## src/rtl/lsu_pkg.sv

```systemverilog
// Shared types for the load/store unit: access sizes, FSM states and size decode.
package lsu_pkg;

    typedef enum logic [2:0] {
        LSU_B  = 3'b000,
        LSU_H  = 3'b001,
        LSU_W  = 3'b010,
        LSU_D  = 3'b011,
        LSU_BU = 3'b100,
        LSU_HU = 3'b101,
        LSU_WU = 3'b110
    } lsu_size_e;

    typedef enum logic [2:0] {
        ST_IDLE,
        ST_READ,
        ST_WRITE,
        ST_DONE,
        ST_FAULT
    } lsu_state_e;

    function automatic logic [3:0] size_bytes(logic [2:0] funct3);
        logic [3:0] n;
        case (funct3[1:0])
            2'b00:   n = 4'd1;
            2'b01:   n = 4'd2;
            2'b10:   n = 4'd4;
            default: n = 4'd8;
        endcase
        return n;
    endfunction

endpackage

```

## src/rtl/lsu_lane_align.sv

```systemverilog
// Byte-lane datapath: load extract/extend, sub-word store merge, and
// illegal/misaligned decode of an incoming request.
module lsu_lane_align
    import lsu_pkg::*;
#(
    parameter int XLEN = 64
) (
    input  logic [2:0]                  dec_funct3_i,
    input  logic                        dec_is_store_i,
    input  logic [2:0]                  dec_addr_lo_i,
    input  logic [2:0]                  funct3_i,
    input  logic [$clog2(XLEN/8)-1:0]   lane_i,
    input  logic [XLEN-1:0]             word_i,
    input  logic [XLEN-1:0]             wdata_i,
    output logic [XLEN-1:0]             ld_data_o,
    output logic [XLEN-1:0]             st_data_o,
    output logic                        fault_o
);

    logic [3:0]      nbytes;
    logic [XLEN-1:0] bmask;
    logic [XLEN-1:0] lane_mask;
    logic [XLEN-1:0] shifted;
    logic            sign_bit;
    logic            illegal;
    logic            misal;

    // bmask covers the access size at lane 0; lane_mask is the same field moved to its lane.
    always_comb begin
        nbytes   = size_bytes(funct3_i);
        bmask    = '0;
        sign_bit = 1'b0;
        shifted  = word_i >> {lane_i, 3'b000};
        for (int i = 0; i < XLEN / 8; i++) begin
            if (i < int'(nbytes)) bmask[i*8 +: 8] = 8'hFF;
            if (i + 1 == int'(nbytes)) sign_bit = shifted[i*8 + 7];
        end
        lane_mask = bmask << {lane_i, 3'b000};
        ld_data_o = (shifted & bmask) | ((!funct3_i[2] && sign_bit) ? ~bmask : '0);
        st_data_o = (word_i & ~lane_mask) | ((wdata_i << {lane_i, 3'b000}) & lane_mask);
    end

    always_comb begin
        illegal = (dec_funct3_i == 3'b111) || (dec_is_store_i && dec_funct3_i[2]);
        if (XLEN == 32 && (dec_funct3_i == LSU_D || dec_funct3_i == LSU_WU)) illegal = 1'b1;
        case (dec_funct3_i[1:0])
            2'b01:   misal = dec_addr_lo_i[0];
            2'b10:   misal = |dec_addr_lo_i[1:0];
            2'b11:   misal = |dec_addr_lo_i[2:0];
            default: misal = 1'b0;
        endcase
        fault_o = illegal || misal;
    end

endmodule

```

## src/rtl/load_store_unit.sv

```systemverilog
// Multicycle load/store unit: one RISC-V access per request, sub-word stores
// done as read-modify-write, configurable memory read latency.
//
//   state    | meaning
//   ---------+-----------------------------------------------------------
//   ST_IDLE  | waiting for req; mem_addr driven to 0
//   ST_READ  | MEM_LAT cycles on the down-counter; word captured at terminal count
//   ST_WRITE | one-cycle mem_wr with full or merged data
//   ST_DONE  | one-cycle done pulse; load result already in rdata
//   ST_FAULT | one-cycle done with misaligned set, no memory access
module load_store_unit
    import lsu_pkg::*;
#(
    parameter int XLEN    = 64,
    parameter int MEM_LAT = 1
) (
    input  logic            clock_i,
    input  logic            reset_i,
    input  logic            req_i,
    input  logic            is_store_i,
    input  logic [2:0]      funct3_i,
    input  logic [XLEN-1:0] addr_i,
    input  logic [XLEN-1:0] wdata_i,
    output logic            busy_o,
    output logic            done_o,
    output logic [XLEN-1:0] rdata_o,
    output logic            misaligned_o,
    output logic [XLEN-1:0] mem_addr_o,
    output logic [XLEN-1:0] mem_wdata_o,
    output logic            mem_wr_o,
    input  logic [XLEN-1:0] mem_rdata_i
);

    localparam int         LB      = $clog2(XLEN / 8);
    localparam int         CW      = (MEM_LAT > 1) ? $clog2(MEM_LAT) : 1;
    localparam logic [2:0] F3_FULL = (XLEN == 64) ? 3'(LSU_D) : 3'(LSU_W);

    lsu_state_e      state_q, state_d;
    logic [CW-1:0]   cnt_q, cnt_d;
    logic            is_store_q;
    logic [2:0]      funct3_q;
    logic [XLEN-1:0] addr_q;
    logic [XLEN-1:0] wdata_q;
    logic [XLEN-1:0] word_q;
    logic [XLEN-1:0] rdata_q;

    logic            accept;
    logic            last_read;
    logic            fault;
    logic [XLEN-1:0] align_word;
    logic [XLEN-1:0] ld_data;
    logic [XLEN-1:0] st_data;

    assign accept    = (state_q == ST_IDLE) && req_i;
    assign last_read = (state_q == ST_READ) && (cnt_q == '0);
    // Bypass mem_rdata during READ so the load result is ready on entry to DONE.
    assign align_word = (state_q == ST_READ) ? mem_rdata_i : word_q;

    lsu_lane_align #(
        .XLEN(XLEN)
    ) u_align (
        .dec_funct3_i   (funct3_i),
        .dec_is_store_i (is_store_i),
        .dec_addr_lo_i  (addr_i[2:0]),
        .funct3_i       (funct3_q),
        .lane_i         (addr_q[LB-1:0]),
        .word_i         (align_word),
        .wdata_i        (wdata_q),
        .ld_data_o      (ld_data),
        .st_data_o      (st_data),
        .fault_o        (fault)
    );

    always_ff @(posedge clock_i) begin
        if (reset_i) begin
            state_q    <= ST_IDLE;
            cnt_q      <= '0;
            is_store_q <= 1'b0;
            funct3_q   <= 3'b000;
            addr_q     <= '0;
            wdata_q    <= '0;
            word_q     <= '0;
            rdata_q    <= '0;
        end else begin
            state_q <= state_d;
            cnt_q   <= cnt_d;
            if (accept) begin
                is_store_q <= is_store_i;
                funct3_q   <= funct3_i;
                addr_q     <= addr_i;
                wdata_q    <= wdata_i;
            end
            if (last_read) begin
                word_q <= mem_rdata_i;
                if (!is_store_q) rdata_q <= ld_data;
            end
        end
    end

    always_comb begin
        state_d = state_q;
        cnt_d   = cnt_q;
        case (state_q)
            ST_IDLE: begin
                if (req_i) begin
                    if (fault) begin
                        state_d = ST_FAULT;
                    end else if (is_store_i && funct3_i == F3_FULL) begin
                        state_d = ST_WRITE;
                    end else begin
                        state_d = ST_READ;
                        cnt_d   = CW'(MEM_LAT - 1);
                    end
                end
            end
            ST_READ: begin
                if (cnt_q == '0) state_d = is_store_q ? ST_WRITE : ST_DONE;
                else             cnt_d   = cnt_q - 1'b1;
            end
            ST_WRITE: state_d = ST_DONE;
            ST_DONE:  state_d = ST_IDLE;
            ST_FAULT: state_d = ST_IDLE;
            default:  state_d = ST_IDLE;
        endcase
    end

    assign busy_o       = (state_q != ST_IDLE);
    assign done_o       = (state_q == ST_DONE) || (state_q == ST_FAULT);
    assign misaligned_o = (state_q == ST_FAULT);
    assign rdata_o      = rdata_q;
    assign mem_addr_o   = (state_q == ST_IDLE) ? '0 : {addr_q[XLEN-1:LB], {LB{1'b0}}};
    assign mem_wdata_o  = (state_q == ST_WRITE) ? st_data : '0;
    assign mem_wr_o     = (state_q == ST_WRITE) && !reset_i;

endmodule
```

## config.mk

```make
export PLATFORM = sky130hd
export DESIGN_NAME = load_store_unit
export DESIGN_NICKNAME = d
export VERILOG_FILES = /design/src/rtl/lsu_pkg.sv /design/src/rtl/lsu_lane_align.sv /design/src/rtl/load_store_unit.sv
export SDC_FILE = /design/constraint.sdc
export NUM_CORES = 1
export LEC_CHECK = 0
export CAP_MARGIN = 40
export CORE_ASPECT_RATIO = 1.5
export CORE_MARGIN = 3
export CORE_UTILIZATION = 40
export CTS_BUF_LIST = sky130_fd_sc_hd__clkbuf_8
export DETAILED_ROUTE_END_ITERATION = 16
export GPL_TIMING_DRIVEN = 0
export PLACE_DENSITY = 0.76
export REMOVE_ABC_BUFFERS = 1
export SETUP_SLACK_MARGIN = 0.4
export SYNTH_ARGS = -nofsm -noshare
export SYNTH_HDL_FRONTEND = slang
export SYNTH_HIERARCHICAL = 1
export SYNTH_SLANG_ARGS = --single-unit
```

## constraint.sdc

```tcl
create_clock -name clock_i -period 3.4 [get_ports clock_i]
set_input_delay 0.68 -clock clock_i [delete_from_list [all_inputs] [get_ports clock_i]]
set_output_delay 0.68 -clock clock_i [all_outputs]
set_load 0.05 [all_outputs]
```

======== Word level (Yosys, flattened, before mapping) ========
Cells that the tools add are included.
word-level totals
  bits in registers ....................... 264
  word-level logic and storage cells ...... 105
operators by class
  shift operators ......................... 3
  bitwise logic cells ..................... 9
  magnitude comparators ................... 8
  reduce and logical (&&, ||, !) cells .... 20
  equal/unequal tests ..................... 23
  mux-type cells .......................... 33
  $add $sub $neg .......................... 1
operator list
  operator                                            number
  two-way mux 64 bit                                  4
  AND 64 bit                                          3
  inverter 64 bit                                     2
  OR 64 bit                                           2
  << shifter 64 x 6 -> 64 bit                         2
  two-way mux 8 bit                                   8
  right shift 64 x 6 -> 64 bit                        1
  == test 4 bit (first input constant)                5
  < comparator 3 x 4 -> 1 bit (first input constant)  4
  two-way mux 1 bit                                   13
  case mux 4 bit (3 select lines)                     1
  == test 3 x 2 -> 1 bit (second input constant)      3
  two-way mux 3 bit                                   3
  case mux 3 bit (3 select lines)                     1
  == test 3 x 4 -> 1 bit (first input constant)       2
  < comparator 1 x 4 -> 1 bit (first input constant)  2
  < comparator 2 x 4 -> 1 bit (first input constant)  2
  != test 2 bit (second input constant)               4
  == test 2 bit (second input constant)               3
  == test 3 bit (second input constant)               2
  logical AND 1 bit                                   6
  == test 2 x 1 -> 1 bit (second input constant)      2
  == test 2 x 4 -> 1 bit (first input constant)       1
  AND reduction 2 bit                                 2
  other kinds (15)                                    19

======== Depth between registers and ports, before layout ========
Gate-level depths: netlist (run 1).
  depth in word-level cells ............... 14
  depth in mapped cells ................... 13
  depth with buffers taken out ............ 9

======== By module ========
Netlist (run 1), hierarchy kept.
modules (own cells, without submodules)
  module           area an instance (sq um)  cells each  seq. area each (sq um)  instances
  load_store_unit  10,261.1                  1,226       5,265.0                 1
  lsu_lane_align   4,636.9                   658         0.0                     1

======== Worst setup path before layout (run 1) ========
Ideal clock, no wire load.
  path type ............................... register -> output
  start point ............................. register state_q[2]
  end point ............................... output done_o
  stages on the path, launching flop included .. 4
  slack ................................... 0.472 ns
  path buffers ............................ 1
  arrival time ............................ 2.248 ns
  cells stage by stage .................... dfxtp_1 -> buf_2 -> nor3b_1 -> nand2b_1
between the ends
  longest elaborated chain between the ends .. 2
RTL lines
  element                 line                    RTL
  from (decl)             load_store_unit.sv:38   lsu_state_e state_q, state_d;
  from (signal assigned)  load_store_unit.sv:85   state_q <= state_d;
  == test 3 bit           n/a
  named net misaligned_o  load_store_unit.sv:27   output logic misaligned_o,
  logical OR 1 bit        load_store_unit.sv:128  assign done_o = (state_q == ST_DONE) || (state_q == ST_FAULT);
  to (decl)               load_store_unit.sv:25   output logic done_o,
The timed path passes the listed nets, and every way through them passes these cells.

======== Worst setup path after layout (run 1) ========
  start point ............................. register state_q[1]
  end point ............................... output mem_wdata_o[32]
between the ends
  longest elaborated chain between the ends .. 5
RTL lines
  element                   line                    RTL
  == test 3 x 1 -> 1 bit    load_store_unit.sv:57   assign align_word = (state_q == ST_READ) ? mem_rdata_i : word_q;
  two-way mux 64 bit        load_store_unit.sv:57
  named net align_word[32]  load_store_unit.sv:50   logic [XLEN-1:0] align_word;
  AND 64 bit                lsu_lane_align.sv:40    st_data_o = (word_i & ~lane_mask) | ((wdata_i << {lane_i, 3'b000}) & lane_mask);
  OR 64 bit                 lsu_lane_align.sv:40
  named net st_data[32]     load_store_unit.sv:52   logic [XLEN-1:0] st_data;
  two-way mux 64 bit        load_store_unit.sv:132  assign mem_wdata_o = (state_q == ST_WRITE) ? st_data : '0;
  to (decl)                 load_store_unit.sv:29   output logic [XLEN-1:0] mem_wdata_o,
The timed path passes the listed nets, and every way through them passes these cells.

==> impl_metrics.env, run 1 <==
export IMPL_synth_most_common_cell="nand2_1"
export IMPL_start_util_pct=40.5
export IMPL_synth_xor_area_share_pct=0.0588
export IMPL_violations="negative setup slack"
export IMPL_synth_top_family_by_area="simple AND/OR/NAND/NOR gates"
export IMPL_skew_ps=29.6
export IMPL_rsz0062_at_grt="yes"
export IMPL_timing_rr_start="state_q[1]"
export IMPL_yosys_area_top_type="dfxtp_1"
export IMPL_yosys_area_share_simple_pct=25.1
export IMPL_avgSynthCellArea_sq_um=7.91
export IMPL_pre_cts_ws_ps=-1140
export IMPL_finalNetCount=2580
export IMPL_drcViolationCount=0
export IMPL_clock_fmax_ghz=0.281
export IMPL_synth_top_area_share_pct=35.3
export IMPL_hold_violations=0
export IMPL_hp_class="primary input to flip-flop"
export IMPL_clockPowerShare_pct=31.4
export IMPL_routed_via_density=5.71
export IMPL_portBuffers=391
export IMPL_cts_sinks=263
export IMPL_postSynth_asyncResetShare_pct=0
export IMPL_synth_adder_area_share_pct=0
export IMPL_grt_max_degree=152
export IMPL_maxCapViolations=0
export IMPL_grt_antenna_before_repair=7
export IMPL_wirelength_mm=63.6
export IMPL_clock_latency_ps=600
export IMPL_path_cells="nor3b_4, buf_6, buf_12, buf_8, buf_12, buf_12, buf_12, mux2_4, a221o_1, and2_4, buf_8"
export IMPL_worstPathMaxFanout=8
export IMPL_postLayoutCoreUtil_pct=62.9
export IMPL_switchingPower_uw=3020
export IMPL_critical_path_class="flip-flop to output pin"
export IMPL_netlist_top_cells_area="dfxtp_1 (35%), nand2_1 (13%), mux2_2 (9.1%)"
export IMPL_place_congestion=0.930
export IMPL_status="finished with violations"
export IMPL_cts_tree="yes"
export IMPL_fin_crit_ps=3560
export IMPL_pwr_share_comb_pct=31.4
export IMPL_r2r_end="rdata_o[53]"
export IMPL_synth_seq_area_share_pct=35.3
export IMPL_maxSlewViolCount=0
export IMPL_worst_slew_pin_slew_ps=814
export IMPL_fin_ws_ps=-159
export IMPL_area_growth_pct=55.5
export IMPL_dp_final_hpwl_mm=37.5
export IMPL_worst_ep_required_time_ps=2720
export IMPL_muxShareOfSynthArea_pct=17.4
export IMPL_vias=16550
export IMPL_crit_buf_inv=7
export IMPL_dieArea_sq_mm=0.0396
export IMPL_crit_path_frequent_cell="buf_12"
export IMPL_gr_usage_all_layers_pct=27.8
export IMPL_drive_above_1_share_pct=28.9
export IMPL_power_density_mw_per_mm2=392
export IMPL_h_tree_depth=2
export IMPL_min_to="rdata_o[52]"
export IMPL_synthTopCellsByCount="nand2_1 (512), a21oi_1 (267), dfxtp_1 (263)"
export IMPL_reg2reg_slack_ps=-40
export IMPL_seqPwrFrac_pct=37.2
export IMPL_synth_compound_area_share_pct=16.1
export IMPL_dr_pass1_iters=6
export IMPL_max_stage_delay_ps=360
export IMPL_startpoint_type="flip-flop"
export IMPL_synth_area_sq_mm=0.0149
export IMPL_rows=86
export IMPL_relSlewSlack_pct=45.7
export IMPL_grt_pass1_vias=15144
export IMPL_critPathTopFamily="buffers and inverters"
export IMPL_sw_frac_of_total_pct=33.3
export IMPL_wl_per_cell_microns=21.9
export IMPL_hold_buffers=0
export IMPL_grt_pass1_wl_mm=87.0
export IMPL_overflow=0
export IMPL_cts_buffers=43
export IMPL_die_h_microns=242
export IMPL_leakagePower_uw=0.00933
export IMPL_core_sq_mm=0.0368
export IMPL_setup_viol=36
export IMPL_synth_edf_count=0
export IMPL_whs_path_depth=2
export IMPL_dominantRegCellSynth="dfxtp_1"
export IMPL_nFillCells=2881
export IMPL_setup_worst_path_end_class="output pin"
export IMPL_p_int_uw=6050
export IMPL_slowest_stage="dfxtp_4"
export IMPL_synth_distinct_cells=53
export IMPL_max_vdd_ir_drop_mv=0.349
export IMPL_post_route_period_util_pct=105
export IMPL_ant_nets=0
export IMPL_cts_root_buf="clkbuf_8"
export IMPL_synth_seq_cells=263
export IMPL_ioPinCount=395
export IMPL_crit_arrival_ps=2880
export IMPL_worstRegToRegCells=18
export IMPL_initialDrtViolationCount=1800
export IMPL_clk_pin_slew_ps=70
export IMPL_cts_path_max_buffers=3
export IMPL_yosys_warnings=6
export IMPL_die_w_microns=164
export IMPL_netlist_instances=1884
export IMPL_hold_path_startpoint="reset_i"
[placed cells by master (no fill, tap or decap), types with 12 or more instances in the layout]
cell type | netlist | layout
a211oi_1 | 16 | 16
a21oi_1 | 267 | 255
and2_1 | 126 | 71
and2_4 | 0 | 55
buf_12 | 0 | 14
buf_4 | 26 | 129
buf_6 | 9 | 63
buf_8 | 0 | 57
clkbuf_8 | 0 | 53
clkdlybuf4s15_2 | 0 | 56
clkdlybuf4s50_1 | 0 | 261
dfxtp_1 | 263 | 255
inv_1 | 10 | 23
mux2_2 | 121 | 42
mux2_4 | 0 | 79
mux2i_1 | 81 | 79
mux4_2 | 18 | 18
nand2_1 | 512 | 501
nand2_2 | 10 | 19
nor2_1 | 54 | 37
nor2b_1 | 82 | 81
o21ai_0 | 45 | 32
o221ai_1 | 15 | 12
[worst max path at each step]
stage | start | to | depth (start not counted)
6_report | state_q[1] | mem_wdata_o[32] | 11
5_1_grt | state_q[1] | mem_wdata_o[32] | 11
4_1_cts | state_q[2] | mem_wdata_o[32] | 11
3_5_place_dp | state_q[0] | mem_wdata_o[32] | 11
3_3_place_gp | state_q[0] | rdata_o[52] | 9
2_1_floorplan | state_q[0] | rdata_o[62] | 9
[area by class of cell]
class | instances | area, sq um | area share (%)
timing repair buffer | 610 | 6720 | 29.0
antenna | 6 | 15.0 | 0.0648
inverter | 12 | 61.3 | 0.265
tap | 484 | 606 | 2.61
clock buffer | 53 | 729 | 3.15
sequential | 263 | 5290 | 22.9
timing repair inverter | 1 | 6.26 | 0.0270
multi-input combinational | 1450 | 9610 | 41.5
clock inverter | 21 | 120 | 0.519
[timing repair]
action                     4_1_cts  5_1_grt
gates cloned                    10        5
setup endpoints to repair      194      198
resized for setup              793      205
pin swaps                       22       38
buffers inserted                88       71
[worst reg2reg max path: stages, from the launching register on]
cell and delay (ps):
dfxtp_4 360, nor3b_4 260, buf_6 150, buf_12 110
buf_8 110, buf_4 130, buf_6 100, buf_6 110
mux2_4 320, buf_4 150, mux2_4 300, o22ai_4 150
a31oi_4 100, a311oi_4 250, buf_6 180, bufbuf_16 280
nand2_1 90, nand2_1 80, a21oi_1 70
[metrics by stage]
| step | hold WS, ps | total power [uW] | cells | setup TNS [ps] | instance area (sq um) |
|---|---|---|---|---|---|
| after floorplan | 426 | 4710 | 1725 | -791860 | 14100 |
| after global placement | 437 | 5490 | 2600 | -2147770 | 18600 |
| after detailed placement | 442 | 5530 | 2646 | -79650 | 19200 |
| after CTS | 256 | 8700 | 2818 | -1590 | 21900 |
| after global routing | 268 | 9370 | 2900 | -3850 | 23200 |
| final | 266 | 9070 | 2900 | -2450 | 23200 |
[power by group through the flow]
stage	Clock [uW]	Combinational, uW	Sequential, uW
after floorplan	0	1180	3530
after global placement	0	1960	3530
after detailed placement	0	2060	3480
after CTS	2870	2460	3370
after global routing	3000	2980	3390
final	2850	2850	3370
[registers in the layout, indices dropped and copies added, names as in the netlist]
register and count:
wdata_q 64, rdata_o 64, state_q 3, word_q 64
addr_q 64, is_store_q 1, funct3_q 3
[kinds of logic (layout without fill, tap and decap cells)]
logic type | Yosys count | count (layout)
AOI/OAI and AO/OA | 408 | 408
xor gates and xnor gates | 1 | 1
buffers and inverters | 173 | 697
DFF | 263 | 263
muxes | 221 | 221
other | 1 | 9
and+or+nand+nor | 817 | 817
[per-layer routing]
metal | global-route usage, % | share of wire [%] | up-vias
met3 | 5.47 | 9.3 | 354
met4 | 18.9 | 8.6 | 2
met5 | 0 | 0.014 | -
met1 | 31.9 | 34 | 7677
met2 | 46.1 | 48 | 1132
li1 | - | - | 7385
No activity file was read; power rests on OpenSTA's default activity.
==> run 2: changes to the inputs <==
--- a/config.mk
+++ b/config.mk
@@ -15,6 +15,7 @@
 export PLACE_DENSITY = 0.76
 export REMOVE_ABC_BUFFERS = 1
 export SETUP_SLACK_MARGIN = 0.4
+export SLEW_MARGIN = 10
 export SYNTH_ARGS = -nofsm -noshare
 export SYNTH_HDL_FRONTEND = slang
 export SYNTH_HIERARCHICAL = 1
==> run 2 against run 1 <==
The run still ends with negative setup slack left. Critical path depth shrank 2. Clock power grew 1%. Sequential cell count is the same. Largest cell class unchanged.
==> impl_metrics.env, run 2 (same netlist as run 1, synthesis figures left out) <==
export IMPL_status="finished with violations"
export IMPL_violations="negative setup slack"
export IMPL_worst_ep_required_time_ps=2720
export IMPL_initialDrtViolationCount=1674
export IMPL_whs_path_depth=2
export IMPL_rsz0062_at_grt="yes"
export IMPL_clock_latency_ps=600
export IMPL_power_density_mw_per_mm2=392
export IMPL_setup_worst_path_end_class="output pin"
export IMPL_gr_usage_all_layers_pct=28.5
export IMPL_cts_tree="yes"
export IMPL_total_power_uw=9110
export IMPL_overflow=0
export IMPL_timing_rr_start="state_q[1]"
export IMPL_drive_above_1_share_pct=29.5
export IMPL_critical_path_class="flip-flop to output pin"
export IMPL_relSlewSlack_pct=40.7
export IMPL_start_util_pct=40.5
export IMPL_area_growth_pct=56.1
export IMPL_maxCapViolations=0
export IMPL_hold_violations=0
export IMPL_finalNetCount=2575
export IMPL_layout_commonest_cell="nand2_1"
export IMPL_setup_tns_ps=-223
export IMPL_wirelength_mm=63.7
export IMPL_startpoint_type="flip-flop"
export IMPL_routed_via_density=5.75
export IMPL_drcViolationCount=0
export IMPL_h_tree_depth=2
export IMPL_cts_path_max_buffers=3
export IMPL_dp_final_hpwl_mm=37.8
export IMPL_die_w_microns=164
export IMPL_grt_pass1_wl_mm=89.5
export IMPL_max_vdd_ir_drop_mv=0.267
export IMPL_seq_area_sq_mm=0.00529
export IMPL_rows=86
export IMPL_crit_arrival_ps=2780
export IMPL_worstPathMaxFanout=5
export IMPL_clk_pin_slew_ps=70
export IMPL_vias=16659
export IMPL_dieArea_sq_mm=0.0396
export IMPL_worst_slew_pin_slew_ps=884
export IMPL_min_to="addr_q[58]"
export IMPL_post_route_period_util_pct=102
export IMPL_ioPinCount=395
export IMPL_fin_ws_ps=-62.2
export IMPL_grt_pass1_vias=15577
export IMPL_r2r_end="rdata_o[17]"
export IMPL_portBuffers=391
export IMPL_leakagePower_uw=0.00923
export IMPL_grt_max_degree=114
export IMPL_dr_pass1_iters=7
export IMPL_hp_class="flip-flop to flip-flop"
export IMPL_pre_cts_ws_ps=-1120
export IMPL_fin_crit_ps=3460
export IMPL_cts_sinks=263
export IMPL_place_congestion=0.930
export IMPL_final_cell_mix="nand2_1 (504), clkdlybuf4s50_1 (261), dfxtp_1 (255)"
export IMPL_die_h_microns=242
export IMPL_ant_nets=0
export IMPL_maxSlewViolCount=0
export IMPL_multiInputGateArea_sq_mm=0.00967
export IMPL_fin_hold_ws_ps=447
export IMPL_skew_ps=29.1
export IMPL_cts_root_buf="clkbuf_8"
export IMPL_core_sq_mm=0.0368
export IMPL_clock_fmax_ghz=0.289
export IMPL_setup_viol=9
export IMPL_nFillCells=2844
export IMPL_cts_buffers=43
export IMPL_worstRegToRegCells=16
export IMPL_wl_per_cell_microns=22.0
export IMPL_reg2reg_slack_ps=20
export IMPL_hold_path_startpoint="addr_q[58]"
export IMPL_grt_antenna_before_repair=8
run 2: cell count changes in the layout (fill, tap and decap cells not counted), sizes merged:
cell / change
bufbuf: -1
clkdlybuf4s15: +5
clkbuf: +5
dlymetal6s2s: -7
buf: -7
clkinv: +3
inv: -2
dlygate4sd2: +2
run 2: final cells by class:
| class | instances | share of cell area [%] |
|---|---|---|
| well taps | 484 | 2.60 |
| clock inverters | 23 | 0.565 |
| multi-input cells | 1450 | 41.6 |
| clock buffers | 54 | 3.19 |
| flip-flops and latches | 263 | 22.8 |
| inverters | 12 | 0.328 |
| repair buffers | 606 | 28.9 |
| diodes | 6 | 0.0645 |
run 2: metal layers:
metal	share of wire (%)	global-route usage [%]
met5	0.035	0
met4	8.5	20.1
met3	8.8	5.87
met2	48	47.4
met1	35	32.2
run 2: stage by stage:
step	util (%)	cells	area, sq um
2_1_floorplan	-	1725	14100
3_3_place_gp	50.5	2600	18600
3_5_place_dp	52.2	2645	19200
4_1_cts	60.9	2848	22400
5_1_grt	63.2	2898	23300
6_report	63.2	2898	23300
run 2: where the power goes:
part           switching (uW)  internal, uW
Clock                    1370          1510
Sequential                125          3250
Combinational            1530          1310
Total                    3030          6080
run 2: timing repair:
action / in CTS / in global routing
endpoints found under the setup margin: 192 / 195
endpoints found under the hold margin: 0 / 0
setup buffers: 112 / 39
hold buffers: 0 / 0
pin swaps: 37 / 30
gates cloned: 14 / 5
resized for setup: 902 / 124
run 2: how the worst max path moves through the flow:
stage | from | end | cells past startpoint
2_1_floorplan | state_q[0] | rdata_o[62] | 9
3_3_place_gp | state_q[0] | rdata_o[52] | 9
3_5_place_dp | state_q[0] | mem_wdata_o[32] | 10
4_1_cts | state_q[2] | mem_wdata_o[32] | 10
5_1_grt | state_q[1] | mem_wdata_o[33] | 9
6_report | state_q[1] | mem_wdata_o[33] | 9
run 2: critical path, stage by stage (launching register included):
cell and delay (ps):
dfxtp_4 360, nor3b_4 260, buf_6 170, buf_4 150, buf_12 120, buf_4 140, mux2_4 320, a221o_1 340
and2_4 170, buf_6 150
==> RTL edit: new RTL, settings of run 1 <==
The 5 states of `lsu_state_e` get a one-hot encoding in 5 bits.
--- a/src/rtl/lsu_pkg.sv
+++ b/src/rtl/lsu_pkg.sv
@@ -11,12 +11,12 @@
         LSU_WU = 3'b110
     } lsu_size_e;
 
-    typedef enum logic [2:0] {
-        ST_IDLE,
-        ST_READ,
-        ST_WRITE,
-        ST_DONE,
-        ST_FAULT
+    typedef enum logic [4:0] {
+        ST_IDLE  = 5'b00001,
+        ST_READ  = 5'b00010,
+        ST_WRITE = 5'b00100,
+        ST_DONE  = 5'b01000,
+        ST_FAULT = 5'b10000
     } lsu_state_e;
 
     function automatic logic [3:0] size_bytes(logic [2:0] funct3);
Behaviour: same outputs for any inputs over 4 cycles, from zero or initial values and one cycle with reset_i high; so few cycles prove little.
==> RTL edit against run 1 <==
Critical path depth is 4 lower; setup slack better by 0.11 ns; power is 3.4% higher; routed wire length is 13% higher; core utilization is 1.4 points lower; area after synthesis is 14% higher; sequential cell count is 2 higher; sequential share of layout area is 1.9 points lower; the flow still finishes with violations (negative setup slack); design area is 10% higher; clock power is 11% higher; first-iteration DRC count is 23% higher; clock skew is 0.0056 ns lower.
==> RTL edit: results (changes against run 1) <==
Power
  – Lkg Pwr: 10.37 nW (was 9.329 nW)

Finish
  – Area growth, synth to finish: 50.46% (was 55.46%)
  – Non-Filler Instances: 3130 (was 2900)
  – Final net count: 2735 (was 2580)
  – Fill count: 3403 (was 2881)

Min path
  – Worst hold path endpoint: addr_q[32] (was rdata_o[52])
  – Startpoint of the most critical hold path: addr_q[32] (was reset_i)

Worst setup path
  – R2R Setup Slk: -0.01 ns (was -0.04 ns)
  – Peak per-stage delay on the critical path: 0.52 ns (was 0.36 ns)
  – Reg2reg path depth: 15 (was 18)
  – Endpoint of the worst-slack reg-to-reg timing path: rdata_o[46] (was rdata_o[53])
  – Worst-path maximum fanout: 9 (was 8)
  – Category of cells accounting for the largest share of critical-path delay: simple AND/OR/NAND/NOR gates (was buffers and inverters)

Global routing
  – Via count of the first global-routing pass: 17400 (was 15140)
  – Number of antenna violations at the first check in global routing: 3 (was 7)

Outcome
  – Failing checks: negative setup slack (unchanged)
  – Run status: complete, but fails checks (unchanged)

Timing
  – Final setup violation count: 4 (was 36)
  – Setup TNS: -0.05989 ns (was -2.446 ns)
  – Worst slew margin relative to its limit: 48.54% (was 45.71%)
  – PnR worst setup slack: -0.04791 ns (was -0.1594 ns)

Clocking
  – Clock buffers created by TritonCTS: 44 (was 43)

Place
  – Instance area at placement: 21330 sq um (was 19220 sq um)
  – HPWL after detailed placement: 42610 microns (was 37470 microns)

Synthesis
  – XOR/XNOR share of the synthesized area: 0.05169% (was 0.05879%)
-- RTL edit: routing by layer --
metal  vias to the layer above  routed length [microns]  GRT usage, %
met5                         -                        0             0
met4                         0                     7348         23.50
met3                       417                     6301         5.811
met2                      1272                    34030         47.02
met1                      8573                    24420         31.10
li1                       8197                        -             -
-- RTL edit: report_power, final --
part	switching, W	internal [W]	total [W]
clock network	0.00142	0.00173	0.00315
registers	0.000150	0.00326	0.00341
logic	0.00150	0.00132	0.00282
total	0.00307	0.00631	0.00937
-- RTL edit: repair_timing --
item | CTS | global route
resized for setup | 618 | 326
setup endpoints to repair | 188 | 185
pin swaps | 32 | 31
hold buffers | 0 | 0
cloned | 22 | 12
setup buffers | 98 | 59
-- RTL edit: area by class of cell --
type,instances,area share (%)
Sequential cell,265,20.94
Clock buffer,57,3.077
Multi-Input combinational cell,1596,46.01
Antenna cell,3,0.02945
Timing Repair Buffer,619,26.37
Tap cell,558,2.739
Clock inverter,22,0.6724
Inverter,10,0.1571
-- RTL edit: logic make-up after synthesis --
logic type / Yosys count
other: 1
and+or+nand+nor: 824
DFF: 265
buffers and inverters: 210
xor gates and xnor gates: 1
AOI/OAI and AO/OA: 472
muxes: 288
-- RTL edit: worst max path at each step --
stage                      end  slack [ns]  cells past startpoint
6_report       mem_wdata_o[32]       -0.05                      7
5_1_grt            rdata_o[46]       -0.06                     19
4_1_cts         mem_wdata_o[7]        0.03                      7
3_5_place_dp   mem_wdata_o[60]       -1.08                     13
3_3_place_gp     mem_addr_o[8]      -15.18                      4
2_1_floorplan   mem_addr_o[10]       -8.61                      3
-- RTL edit: tightest hold or removal path: stages, from the launching register on --
cell and delay, ns:
sky130_fd_sc_hd__dfxtp_1 0.31, sky130_fd_sc_hd__nand2b_1 0.06, sky130_fd_sc_hd__mux2i_1 0.05
